`src/rtl/redirect_arb_pkg.sv`:
```
// redirect_arb_pkg: shared FSM state encoding and counter sizing for the redirect request arbiter.
package redirect_arb_pkg;
    typedef enum logic [2:0] {ARB_IDLE, ARB_ISSUE, ARB_WAIT, ARB_RESP, ARB_REJ} arb_state_e;
    localparam int ARB_TIMEOUT = 16;
    localparam int ARB_CNT_W = $clog2(ARB_TIMEOUT);
endpackage

```
`src/rtl/redirect_req_arbiter_rr_pick.sv`:
```
// rr_pick: combinational round-robin picker, first valid request at or after ptr_i (wrapping).
module rr_pick #(
    parameter int N  = 4,
    parameter int PW = $clog2(N)
) (
    input  logic [N-1:0]  req_i,
    input  logic [PW-1:0] ptr_i,
    output logic [PW-1:0] grant_o,
    output logic          any_o
);
    // Scan from the farthest offset down so the closest one to ptr_i wins.
    always_comb begin
        grant_o = '0;
        any_o   = 1'b0;
        for (int k = N - 1; k >= 0; k--) begin
            if (req_i[(int'(ptr_i) + k) % N]) begin
                grant_o = PW'((int'(ptr_i) + k) % N);
                any_o   = 1'b1;
            end
        end
    end
endmodule

```
`src/rtl/redirect_req_arbiter.sv`:
```
// redirect_req_arbiter: round-robin sharing of one redirect_mop between N_REQ requesters,
// with issue strobe, completion wait under timeout, and per-requester done/err pulses.
module redirect_req_arbiter
    import redirect_arb_pkg::*;
#(
    parameter int N_REQ      = 4,
    parameter int LOG_N_INIT = 3,
    parameter int TIMEOUT    = ARB_TIMEOUT,
    parameter int GW         = $clog2(N_REQ)
) (
    input  logic                        clk_i,
    input  logic                        rst_ni,
    input  logic [N_REQ-1:0]            req_valid_i,
    input  logic [N_REQ*LOG_N_INIT-1:0] req_src_i,
    input  logic [N_REQ*LOG_N_INIT-1:0] req_tgt_i,
    output logic [N_REQ-1:0]            req_ready_o,
    output logic [N_REQ-1:0]            done_o,
    output logic [N_REQ-1:0]            err_o,
    input  logic                        lock_i,
    output logic                        mop_valid_o,
    output logic [LOG_N_INIT-1:0]       mop_request_o,
    output logic [LOG_N_INIT-1:0]       mop_receive_o,
    input  logic                        mop_valid_i,
    output logic                        busy_o,
    output logic [GW-1:0]               grant_id_o
);
    localparam int CNT_W = $clog2(TIMEOUT);
    arb_state_e            state_q, state_d;
    logic [GW-1:0]         ptr_q, ptr_d, g_q, g_d, pick_g;
    logic [LOG_N_INIT-1:0] src_q, src_d, tgt_q, tgt_d, pick_src, pick_tgt;
    logic [CNT_W-1:0]      cnt_q, cnt_d;
    logic                  ok_q, ok_d, pick_any, accept;

    rr_pick #(.N(N_REQ), .PW(GW)) u_pick (
        .req_i   (req_valid_i),
        .ptr_i   (ptr_q),
        .grant_o (pick_g),
        .any_o   (pick_any)
    );

    assign pick_src = req_src_i[pick_g*LOG_N_INIT +: LOG_N_INIT];
    assign pick_tgt = req_tgt_i[pick_g*LOG_N_INIT +: LOG_N_INIT];
    // Reset also masks the combinational ready so every output reads 0 while held.
    assign accept   = rst_ni && state_q == ARB_IDLE && pick_any && !lock_i;

    always_comb begin
        state_d = state_q;
        ptr_d   = ptr_q;
        g_d     = g_q;
        src_d   = src_q;
        tgt_d   = tgt_q;
        cnt_d   = cnt_q;
        ok_d    = ok_q;
        case (state_q)
            ARB_IDLE: if (accept) begin
                g_d     = pick_g;
                src_d   = pick_src;
                tgt_d   = pick_tgt;
                ptr_d   = GW'((int'(pick_g) + 1) % N_REQ);
                state_d = (pick_src == pick_tgt) ? ARB_REJ : ARB_ISSUE;
            end
            ARB_ISSUE: begin
                cnt_d   = '0;
                state_d = ARB_WAIT;
            end
            // Completion takes priority over a timeout in the same cycle.
            ARB_WAIT: if (mop_valid_i) begin
                ok_d    = 1'b1;
                state_d = ARB_RESP;
            end else if (cnt_q == CNT_W'(TIMEOUT - 1)) begin
                ok_d    = 1'b0;
                state_d = ARB_RESP;
            end else begin
                cnt_d   = cnt_q + 1'b1;
            end
            default: state_d = ARB_IDLE;
        endcase
    end

    always_ff @(posedge clk_i) begin
        if (!rst_ni) begin
            state_q <= ARB_IDLE;
            ptr_q   <= '0;
            g_q     <= '0;
            src_q   <= '0;
            tgt_q   <= '0;
            cnt_q   <= '0;
            ok_q    <= 1'b0;
        end else begin
            state_q <= state_d;
            ptr_q   <= ptr_d;
            g_q     <= g_d;
            src_q   <= src_d;
            tgt_q   <= tgt_d;
            cnt_q   <= cnt_d;
            ok_q    <= ok_d;
        end
    end

    assign req_ready_o   = accept ? N_REQ'(1) << pick_g : '0;
    assign done_o        = (state_q == ARB_RESP && ok_q) ? N_REQ'(1) << g_q : '0;
    assign err_o         = ((state_q == ARB_RESP && !ok_q) || state_q == ARB_REJ) ? N_REQ'(1) << g_q : '0;
    assign mop_valid_o   = state_q == ARB_ISSUE;
    assign mop_request_o = src_q;
    assign mop_receive_o = tgt_q;
    assign busy_o        = state_q != ARB_IDLE;
    assign grant_id_o    = g_q;
endmodule

```
`config.mk`:
```
export PLATFORM = sky130hd
export DESIGN_NAME = redirect_req_arbiter
export DESIGN_NICKNAME = d
export VERILOG_FILES = /design/src/rtl/redirect_arb_pkg.sv /design/src/rtl/redirect_req_arbiter_rr_pick.sv /design/src/rtl/redirect_req_arbiter.sv
export SDC_FILE = /design/constraint.sdc
export NUM_CORES = 1
export LEC_CHECK = 0
export ABC_AREA = 1
export BUFFER_PORTS_ARGS = -buffer_cell sky130_fd_sc_hd__buf_2
export CAP_MARGIN = 20
export CORE_ASPECT_RATIO = 0.8
export CORE_UTILIZATION = 35
export CTS_CLUSTER_SIZE = 16
export DETAILED_ROUTE_END_ITERATION = 10
export MAX_ROUTING_LAYER = met4
export PLACE_DENSITY = 0.71
export SLEW_MARGIN = 20
export SYNTH_ARGS = -nofsm -noshare
export SYNTH_HDL_FRONTEND = slang
export SYNTH_SLANG_ARGS = --single-unit
export TNS_END_PERCENT = 5
```
`constraint.sdc`:
```
create_clock -name clk_i -period 2 [get_ports clk_i]
set_input_delay 0.2 -clock clk_i [delete_from_list [all_inputs] [get_ports clk_i]]
set_output_delay 0.2 -clock clk_i [all_outputs]
set_load 0.005 [all_outputs]
```
[Yosys cells after proc, flatten, opt, wreduce, memory -nomap -nowiden]
Cells that the tools add are included.
Cells by class
  shift operators: 4
  $mul: 1
  eq/ne operators: 10
  $add $sub $neg: 5
  reductions and logical operators: 19
  muxes and demuxes: 32
  bitwise gates (word level): 3
  $lt $le $gt $ge: 4
Operator list (number)
  12-bit by 5-bit indexed part select with 3-bit output: 2
  4-bit two-way mux: 5
  1-bit two-way mux: 13
  3-bit by 4-bit < comparator with 1-bit output (second input constant): 3
  3-bit two-way mux: 4
  3-bit one-hot mux with 3 select lines: 1
  1-bit binary-select mux with 2-bit select: 4
  2-bit two-way mux: 4
  4-bit one-hot mux with 2 select lines: 1
  1-bit by 2-bit << shifter with 4-bit output (first input constant): 2
  3-bit by 2-bit == test with 1-bit output (second input constant): 2
  2-bit != test (second input constant): 3
  2-bit AND reduction: 3
  2-bit OR reduction: 3
  1-bit logical AND: 5
  2-bit by 1-bit adder with 2-bit output (second input constant): 2
  2-bit adder (second input constant): 2
  4-bit by 1-bit adder with 4-bit output (second input constant): 1
  4-bit == test (second input constant): 1
  2-bit by 2-bit multiplier with 4-bit output (second input constant): 1
  2-bit nonzero test: 2
  1-bit bitwise AND (first input constant): 3
  3-bit by 1-bit == test with 1-bit output (second input constant): 1
  3-bit == test: 1
  8 further kinds: 9
Word-level totals
  output and inout bits: 22
  word-level logic and storage cells: 85
  input port bits: 32
  bits in registers: 18

[Longest topological paths before layout]
Gate-level depths: netlist of the first run.
  depth after elaboration: 16
  mapped depth: 19
  depth with buffers taken out: 18

[Hierarchy]
From an unflattened synthesis of the first run, not the netlist that was laid out.
Unflattened totals
  cell total of the unflattened synthesis: 254
  area, all modules: 1485.2 sq um
By module, submodules not included
  redirect_req_arbiter: instances 1, sequential area each 360.3 sq um, area each 1270.0 sq um, cells each 210
  rr_pick: instances 1, sequential area each 0.0 sq um, area each 215.2 sq um, cells each 44

[Worst setup path after synthesis of the first run]
OpenSTA, ideal clock, no wires.
  path kind: register -> register
  start: reg ptr_q[0]
  end: reg ptr_q[1]
  data arrival time: 1.818 ns
  required time: 1.872 ns
  cell stages (with the launch flop): 14
  period minus slack after synthesis: 1.946 ns
  buffers on the path: 1
  path slack: 0.054 ns
  setup time: 0.128 ns
  cells stage by stage: dfxtp_1 inv_2 nand2_1 nand2_1 nand2_2 nand2_4 o21ai_2 nand2_4 nand2_4 buf_6 inv_1 ha_1 o21ai_0 a21oi_1
Between the ends
  elaborated cells between the ends (all ways): 26
  those cells by class: add/sub (4); mux (19); reduce/logical (3)
RTL lines
  start: declaration: RTL line redirect_req_arbiter.sv:29  | logic [GW-1:0] ptr_q, ptr_d, g_q, g_d, pick_g;
  start signal: assignment: RTL line redirect_req_arbiter.sv:91  | ptr_q <= ptr_d;
  2-bit adder: RTL line redirect_req_arbiter_rr_pick.sv:16, redirect_req_arbiter_rr_pick.sv:17
  1-bit binary-select mux with 2-bit select: RTL line redirect_req_arbiter_rr_pick.sv:16  | if (req_i[(int'(ptr_i) + k) % N]) begin
  1-bit two-way mux (not written as such) (2 in series): RTL line redirect_req_arbiter_rr_pick.sv:16
  2-bit two-way mux (3 in series): RTL line redirect_req_arbiter_rr_pick.sv:16
  2-bit two-way mux (*): RTL line redirect_req_arbiter_rr_pick.sv:16
  named net pick_g[0]: RTL line redirect_req_arbiter.sv:29
  2-bit by 1-bit adder with 2-bit output (*): RTL line redirect_req_arbiter.sv:59  | ptr_d = GW'((int'(pick_g) + 1) % N_REQ);
The timed path passes the listed nets; every way through them passes the cells marked *. The select of a mux whose other input is x is not followed.
A chain may end at the register's enable or synchronous reset.

[Final worst setup path of the first run]
  start: reg ptr_q[1]
  end: out req_ready_o[1]
Between the ends
  longest elaborated chain between the ends: 11
  elaborated cells between the ends (all ways): 26
  those cells by class: add/sub (3); shift (1); mux (20); reduce/logical (2)
Ends and longest elaborated chain
  2-bit adder: RTL line redirect_req_arbiter_rr_pick.sv:16, redirect_req_arbiter_rr_pick.sv:17
  1-bit binary-select mux with 2-bit select: RTL line redirect_req_arbiter_rr_pick.sv:16
  1-bit two-way mux (not written as such) (2 in series): RTL line redirect_req_arbiter_rr_pick.sv:16
  1-bit two-way mux (4 in series): RTL line redirect_req_arbiter_rr_pick.sv:16
  1-bit logical AND (2 in series): RTL line redirect_req_arbiter.sv:44  | assign accept = rst_ni && state_q == ARB_IDLE && pick_any && !lock_i;
  4-bit two-way mux (*): RTL line redirect_req_arbiter.sv:100  | assign req_ready_o = accept ? N_REQ'(1) << pick_g : '0;
  end: declaration: RTL line redirect_req_arbiter.sv:16  | output logic [N_REQ-1:0] req_ready_o,
Mark *: on every way between the ends. The rest lies on a longest branch, timed or not. The select of a mux whose other input is x is not followed.

==> results.cfg, run 1 <==
[timing]
fin_tns_setup_ns = -0.301
fin_crit_ns = 2.09
clock_skew_ns = 0.00504
post-route-period-util_pct = 104
relSlewSlack_pct = 75.8
timing.final.ws_setup_ns = -0.0863
fmax_ghz = 0.479
setup_viol = 5
rsz0062_at_grt = true
worst_pin_slew_ns = 0.361
slew_viol_final = 0
hold_viol_final = 0

[clocking]
clock_sinks = 18
cts_root_buf = clkbuf_8
worstSkewPairLatency_ns = 0.25
cts_tree = built
clk_pin_slew_ns = 0.07
clk_path_buf_depth = 2
htree_levels = 1
cts_buffers = 3

[run]
maxCapViolCount = 0

[setup_path]
critical_path_class = reg -> out
cp.arrival_ns = 1.89
r2r_cells = 19
worstPathRequired_ns = 1.80
crit_path_end_kind = primary output
worstPathMaxFanout = 5
cp-start-kind = register

[power]
leakagePower_nw = 1.38
ir_drop_mv = 0.864
pwr-share-seq_pct = 11.7
pwr-share-clk_pct = 5.9
switchingPower_mw = 2.58
combinationalPowerShare_pct = 82.4
powerDensity_mw_per_mm2 = 2020
p_int_mw = 2.53
switching_share_pct = 50.5

[detailed_routing]
wl_met2_um = 2380
drt_iter0_markers = 87
routed.top_layer = met4
drt_wl_total_um = 4810
dr.pass1.iters = 4
met1_length_um = 2130
wl_per_cell_um = 11.9
wl_met3_um = 233
drc_errors = 0
ant_nets = 0
dr_total_vias = 1966
vias_per_cell = 4.87

[synthesis]
syn_area_per_cell_um2 = 5.88
synthFlopType = dfxtp_1
synth_area_leaders = dfxtp_1 23%, nand2_1 22%, nand3_1 11%
yosysWarnings = 0
synth-seq-cells = 18
synth_edf_count = 0
yosysTopAreaCell = dfxtp_1
synth_common_cells = 92 x nand2_1, 39 x inv_1, 36 x nand3_1
synthesis.nets = 307
netlist_area_mm2 = 0.00159
async_reset_ff_share_pct = 0
seq_area_frac_synth_pct = 22.7
synth_cells = 270
yosysTopAreaCellShare_pct = 22.7
yosysMostFrequentCell = nand2_1
yosysUniqueCellTypes = 30

[placement]
dp_hpwl_um = 3120
numPortBuffers = 53
dp_cells = 387
gp_congestion = 0.871

[floorplanning]
initial_core_util_pct = 37.3
die-width_um = 77.3
pin_count = 54
core_area_mm2 = 0.00426
placement_rows = 21
die-height_um = 62.2
die_area_mm2 = 0.00481

[global_route]
grt_start_max_net_pins = 17
grt_pass1_wl_um = 7330
antenna_found_initial = 0
grt.total_usage_pct = 18.9
grt_pass1_vias = 1717
overflow = 0

[finish]
layout-drive-gt1-share_pct = 44.4
final_util_pct = 59.4
diodes = 0
stdcell_count = 404
finalNetCount = 385
area_delta_synth_final_pct = 59.3

[status]
violations = negative setup slack
outcome = finished with violations

[min_path]
hold_class = in -> reg
min_path_cells = 3
## placed cells by master, fill, tap and decap left out, drive strengths merged
| master | count |
|---|---|
| nand2 | 100 |
| buf | 80 |
| inv | 41 |
| nand3 | 40 |
| dfxtp | 18 |
| o21ai | 12 |
| nor3 | 11 |
| nor2 | 11 |
| nand3b | 7 |
| a21oi | 7 |
| ha | 5 |
| clkbuf | 5 |
| a31oi | 2 |
| nor4 | 2 |
| and2 | 1 |
| a31o | 1 |
| o22ai | 1 |
| or2 | 1 |
| nand4 | 1 |
| xor2 | 1 |
## worst paths after layout
path / from / end / slack (ns)
max: ptr_q[1]$_SDFFE_PN0P_ / req_ready_o[1] / -0.09
min: mop_valid_i / ok_q$_SDFFE_PN0P_ / 0.20
max reg2reg: ptr_q[1]$_SDFFE_PN0P_ / state_q[0]$_SDFFE_PN0P_ / -0.03
min reg2reg: ok_q$_SDFFE_PN0P_ / ok_q$_SDFFE_PN0P_ / 0.48
## worst max-delay path, stage by stage (launching register included)
cell and delay, ns:
dfxtp_2 0.35, buf_6 0.14, nand2_1 0.09, nand2_4 0.09, nand2_4 0.06, buf_4 0.13, nand2_1 0.06, nand2_1 0.07
nand2_2 0.11, inv_4 0.05, buf_4 0.13, ha_4 0.14, inv_1 0.05, nor2_1 0.04, buf_2 0.12
## cells by family (layout without fill, tap and decap cells)
logic type | Yosys count | after routing | share of synthesized area, %
AO/OA/AOI/OAI | 23 | 23 | 8.20
XOR/XNOR | 1 | 1 | 0.552
adder cells (fa/ha/maj) | 5 | 5 | 3.94
buffers and inverters | 49 | 126 | 12.7
flip-flops | 18 | 18 | 22.7
AND/OR/NAND/NOR | 174 | 174 | 51.9
## metal layers
| layer | vias up | global-route usage (%) |
|---|---|---|
| met5 | - | - |
| li1 | 1011 | - |
| met2 | 66 | 31.7 |
| met3 | 9 | 2.94 |
| met4 | 0 | 2.83 |
| met1 | 880 | 24.2 |
## power by group through the flow
stage / clock network, mW / logic, mW / registers, mW
floorplan: 0 / 2.05 / 0.578
global placement: 0 / 2.82 / 0.572
finish: 0.300 / 4.21 / 0.596
global route: 0.320 / 4.64 / 0.613
detailed placement: 0 / 2.86 / 0.574
CTS: 0.301 / 3.27 / 0.583
## state kept, by name (all words and copies together), names as in the netlist
name and cells:
cnt_q 4, mop_receive_o 3, mop_request_o 3, state_q 3, grant_id_o 2, ptr_q 2, ok_q 1
## layout make-up
type                       instances  area [µm²]
clock buffer                       4        55.1
multi-input combinational        203        1300
inverter                          41         169
timing repair buffer              81         564
sequential                        18         365
fill                             409        1730
tap                               57        71.3
## stage by stage
| stage | hold WS, ns | total power, mW | area (µm²) | setup slack (ns) |
|---|---|---|---|---|
| 3_3_place_gp | 0.465 | 3.39 | 2010 | 0.0899 |
| 5_1_grt | 0.214 | 5.57 | 2530 | -0.176 |
| 4_1_cts | 0.205 | 4.16 | 2220 | -0.0326 |
| 6_report | 0.205 | 5.10 | 2530 | -0.0863 |
| 2_1_floorplan | 0.348 | 2.63 | 1590 | 0.0542 |
| 3_5_place_dp | 0.471 | 3.43 | 2010 | 0.0440 |
## timing repair
| action | 4_1_cts | 5_1_grt |
|---|---|---|
| pin swaps | 13 | 32 |
| buffers inserted | 7 | 5 |
| gates cloned | 0 | 1 |
| endpoints found under the setup margin | 4 | 12 |
| resized for setup | 31 | 64 |
| hold buffers | 0 | 0 |
Power figures use the tool's default switching activity.
==> run 2: changes to the inputs <==
- RECOVER_POWER: not set -> 100
==> run 2 against run 1 <==
Net effect: the run still ends with negative setup slack left; via count stayed put; clock skew hardly changed; core utilization hardly changed; sequential share of layout area hardly changed; combinational power hardly changed; non-clock buffer count stayed put; clock-buffer cell count stayed put; largest power group unchanged; highest routed layer unchanged.
==> results.cfg, run 2 (synthesis gave the netlist of run 1 again) <==
[finish]
final_common_cell = nand2_1
seq_area_um2 = 365
stdcell_count = 404
largest_register_ffs = 4
final_util_pct = 59.3
diodes = 0
final_cell_mix = 66 x nand2_1, 52 x buf_2, 32 x inv_1, 31 x nand3_1, 19 x nand2_4
fillerInstances = 410
layout-drive-gt1-share_pct = 44.1
stdcell_area_mm2 = 0.00253
finalNetCount = 385
max_flop_register = cnt_q
area_delta_synth_final_pct = 59.2
multi_input_area_mm2 = 0.00130

[placement]
dp_cells = 387
gp_congestion = 0.871
dp_hpwl_um = 3120
placed_cell_area_mm2 = 0.00201
dp_slack_ns = 0.0440
numPortBuffers = 53

[detailed_routing]
drt_wl_total_um = 4810
dr_total_vias = 1966
ant_nets = 0
drt_iter0_markers = 87
drc_errors = 0
wl_per_cell_um = 11.9
vias_per_cell = 4.87
dr.pass1.iters = 4

[timing]
rsz0062_at_grt = true
post-route-period-util_pct = 104
timing.final.ws_setup_ns = -0.0863
slew_viol_final = 0
hold_viol_final = 0
fmax_ghz = 0.479
clock_skew_ns = 0.00504
relSlewSlack_pct = 75.8
worst_pin_slew_ns = 0.361
setup_viol = 5
fin_crit_ns = 2.09

[status]
outcome = finished with violations
violations = negative setup slack

[power]
switching_share_pct = 50.5
switchingPower_mw = 2.58
combinationalPowerShare_pct = 82.4
ir_drop_mv = 0.864
pwr-share-clk_pct = 5.9
powerDensity_mw_per_mm2 = 2020
power_mw = 5.10
p_int_mw = 2.52
pwr-share-seq_pct = 11.7
leakagePower_nw = 1.37

[run]
maxCapViolCount = 0

[floorplanning]
die_area_mm2 = 0.00481
pin_count = 54
die-height_um = 62.2
placement_rows = 21
initial_core_util_pct = 37.3
die-width_um = 77.3
core_area_mm2 = 0.00426

[setup_path]
r2r_end = state_q[0]$_SDFFE_PN0P_
critical_path_class = reg -> out
worstPathRequired_ns = 1.80
crit_path_end_kind = primary output
cp.arrival_ns = 1.89
r2r-start = ptr_q[1]$_SDFFE_PN0P_
worstPathMaxFanout = 5
cp-start-kind = register
r2r_slack_ns = -0.03
r2r_cells = 19

[global_route]
antenna_found_initial = 0
grt.total_usage_pct = 18.9
grt_start_max_net_pins = 17
overflow = 0
met3_usage_pct = 2.94
grt_pass1_wl_um = 7330
grt_pass1_vias = 1717
grtUsageMet1_pct = 24.2
busiest_layer = met2
use_met2_pct = 31.7

[clocking]
cts_buffers = 3
cts_tree = built
cts_root_buf = clkbuf_8
worstSkewPairLatency_ns = 0.25
clk_pin_slew_ns = 0.07
clock_sinks = 18
clk_path_buf_depth = 2
htree_levels = 1
cts_hold_buf = 0

[min_path]
hp-start = mop_valid_i
hold-path-endpoint = ok_q$_SDFFE_PN0P_
hold_class = in -> reg
min_path_cells = 3
==> run 2: critical path, stage by stage (launching register included) <==
cell and delay (ns):
dfxtp_2 0.35, buf_6 0.14, nand2_1 0.09, nand2_4 0.09
nand2_4 0.06, buf_4 0.13, nand2_1 0.06, nand2_1 0.07
nand2_2 0.11, inv_4 0.05, buf_4 0.13, ha_4 0.14
inv_1 0.05, nor2_1 0.04, buf_2 0.12
==> run 2: cell type report <==
cell class                 instances  area share, %
inverter                          41           6.69
multi-input combinational        203           51.6
tap                               57           2.82
clock buffer                       4           2.18
timing repair buffer              81           22.3
sequential                        18           14.5
==> run 2: how the worst max path moves through the flow <==
stage / startpoint / to / cells past startpoint
6_report: ptr_q[1]$_SDFFE_PN0P_ / req_ready_o[1] / 14
3_5_place_dp: ptr_q[0]$_SDFFE_PN0P_ / state_q[0]$_SDFFE_PN0P_ / 17
3_3_place_gp: ptr_q[0]$_SDFFE_PN0P_ / state_q[0]$_SDFFE_PN0P_ / 17
4_1_cts: ptr_q[0]$_SDFFE_PN0P_ / req_ready_o[3] / 13
2_1_floorplan: ptr_q[0]$_SDFFE_PN0P_ / ptr_q[1]$_SDFFE_PN0P_ / 13
5_1_grt: ptr_q[0]$_SDFFE_PN0P_ / req_ready_o[1] / 15
==> run 2: metrics by stage <==
stage / TNS (ns) / hold slack, ns
after global placement: 0 / 0.465
after floorplan: 0 / 0.348
after global routing: -1.12 / 0.214
after detailed placement: 0 / 0.471
final: -0.301 / 0.205
after CTS: -0.129 / 0.205
==> run 2: power groups by stage <==
stage	clock [mW]	sequential (mW)	combinational [mW]
floorplan	0	0.578	2.05
finish	0.300	0.597	4.20
global placement	0	0.572	2.82
detailed placement	0	0.574	2.86
CTS	0.301	0.583	3.27
global route	0.320	0.613	4.64
==> run 2: repair_timing <==
item / in CTS / in global routing
setup endpoints to repair: 4 / 12
setup buffers: 7 / 5
pin swaps: 13 / 32
gates resized for setup: 31 / 64
cloned: 0 / 1
==> run 2: layer usage <==
metal  wire [µm]  up-vias
li1            -     1011
met1        2140      880
met2        2380       66
met3         233        9
met4          62        0
met5           0        -
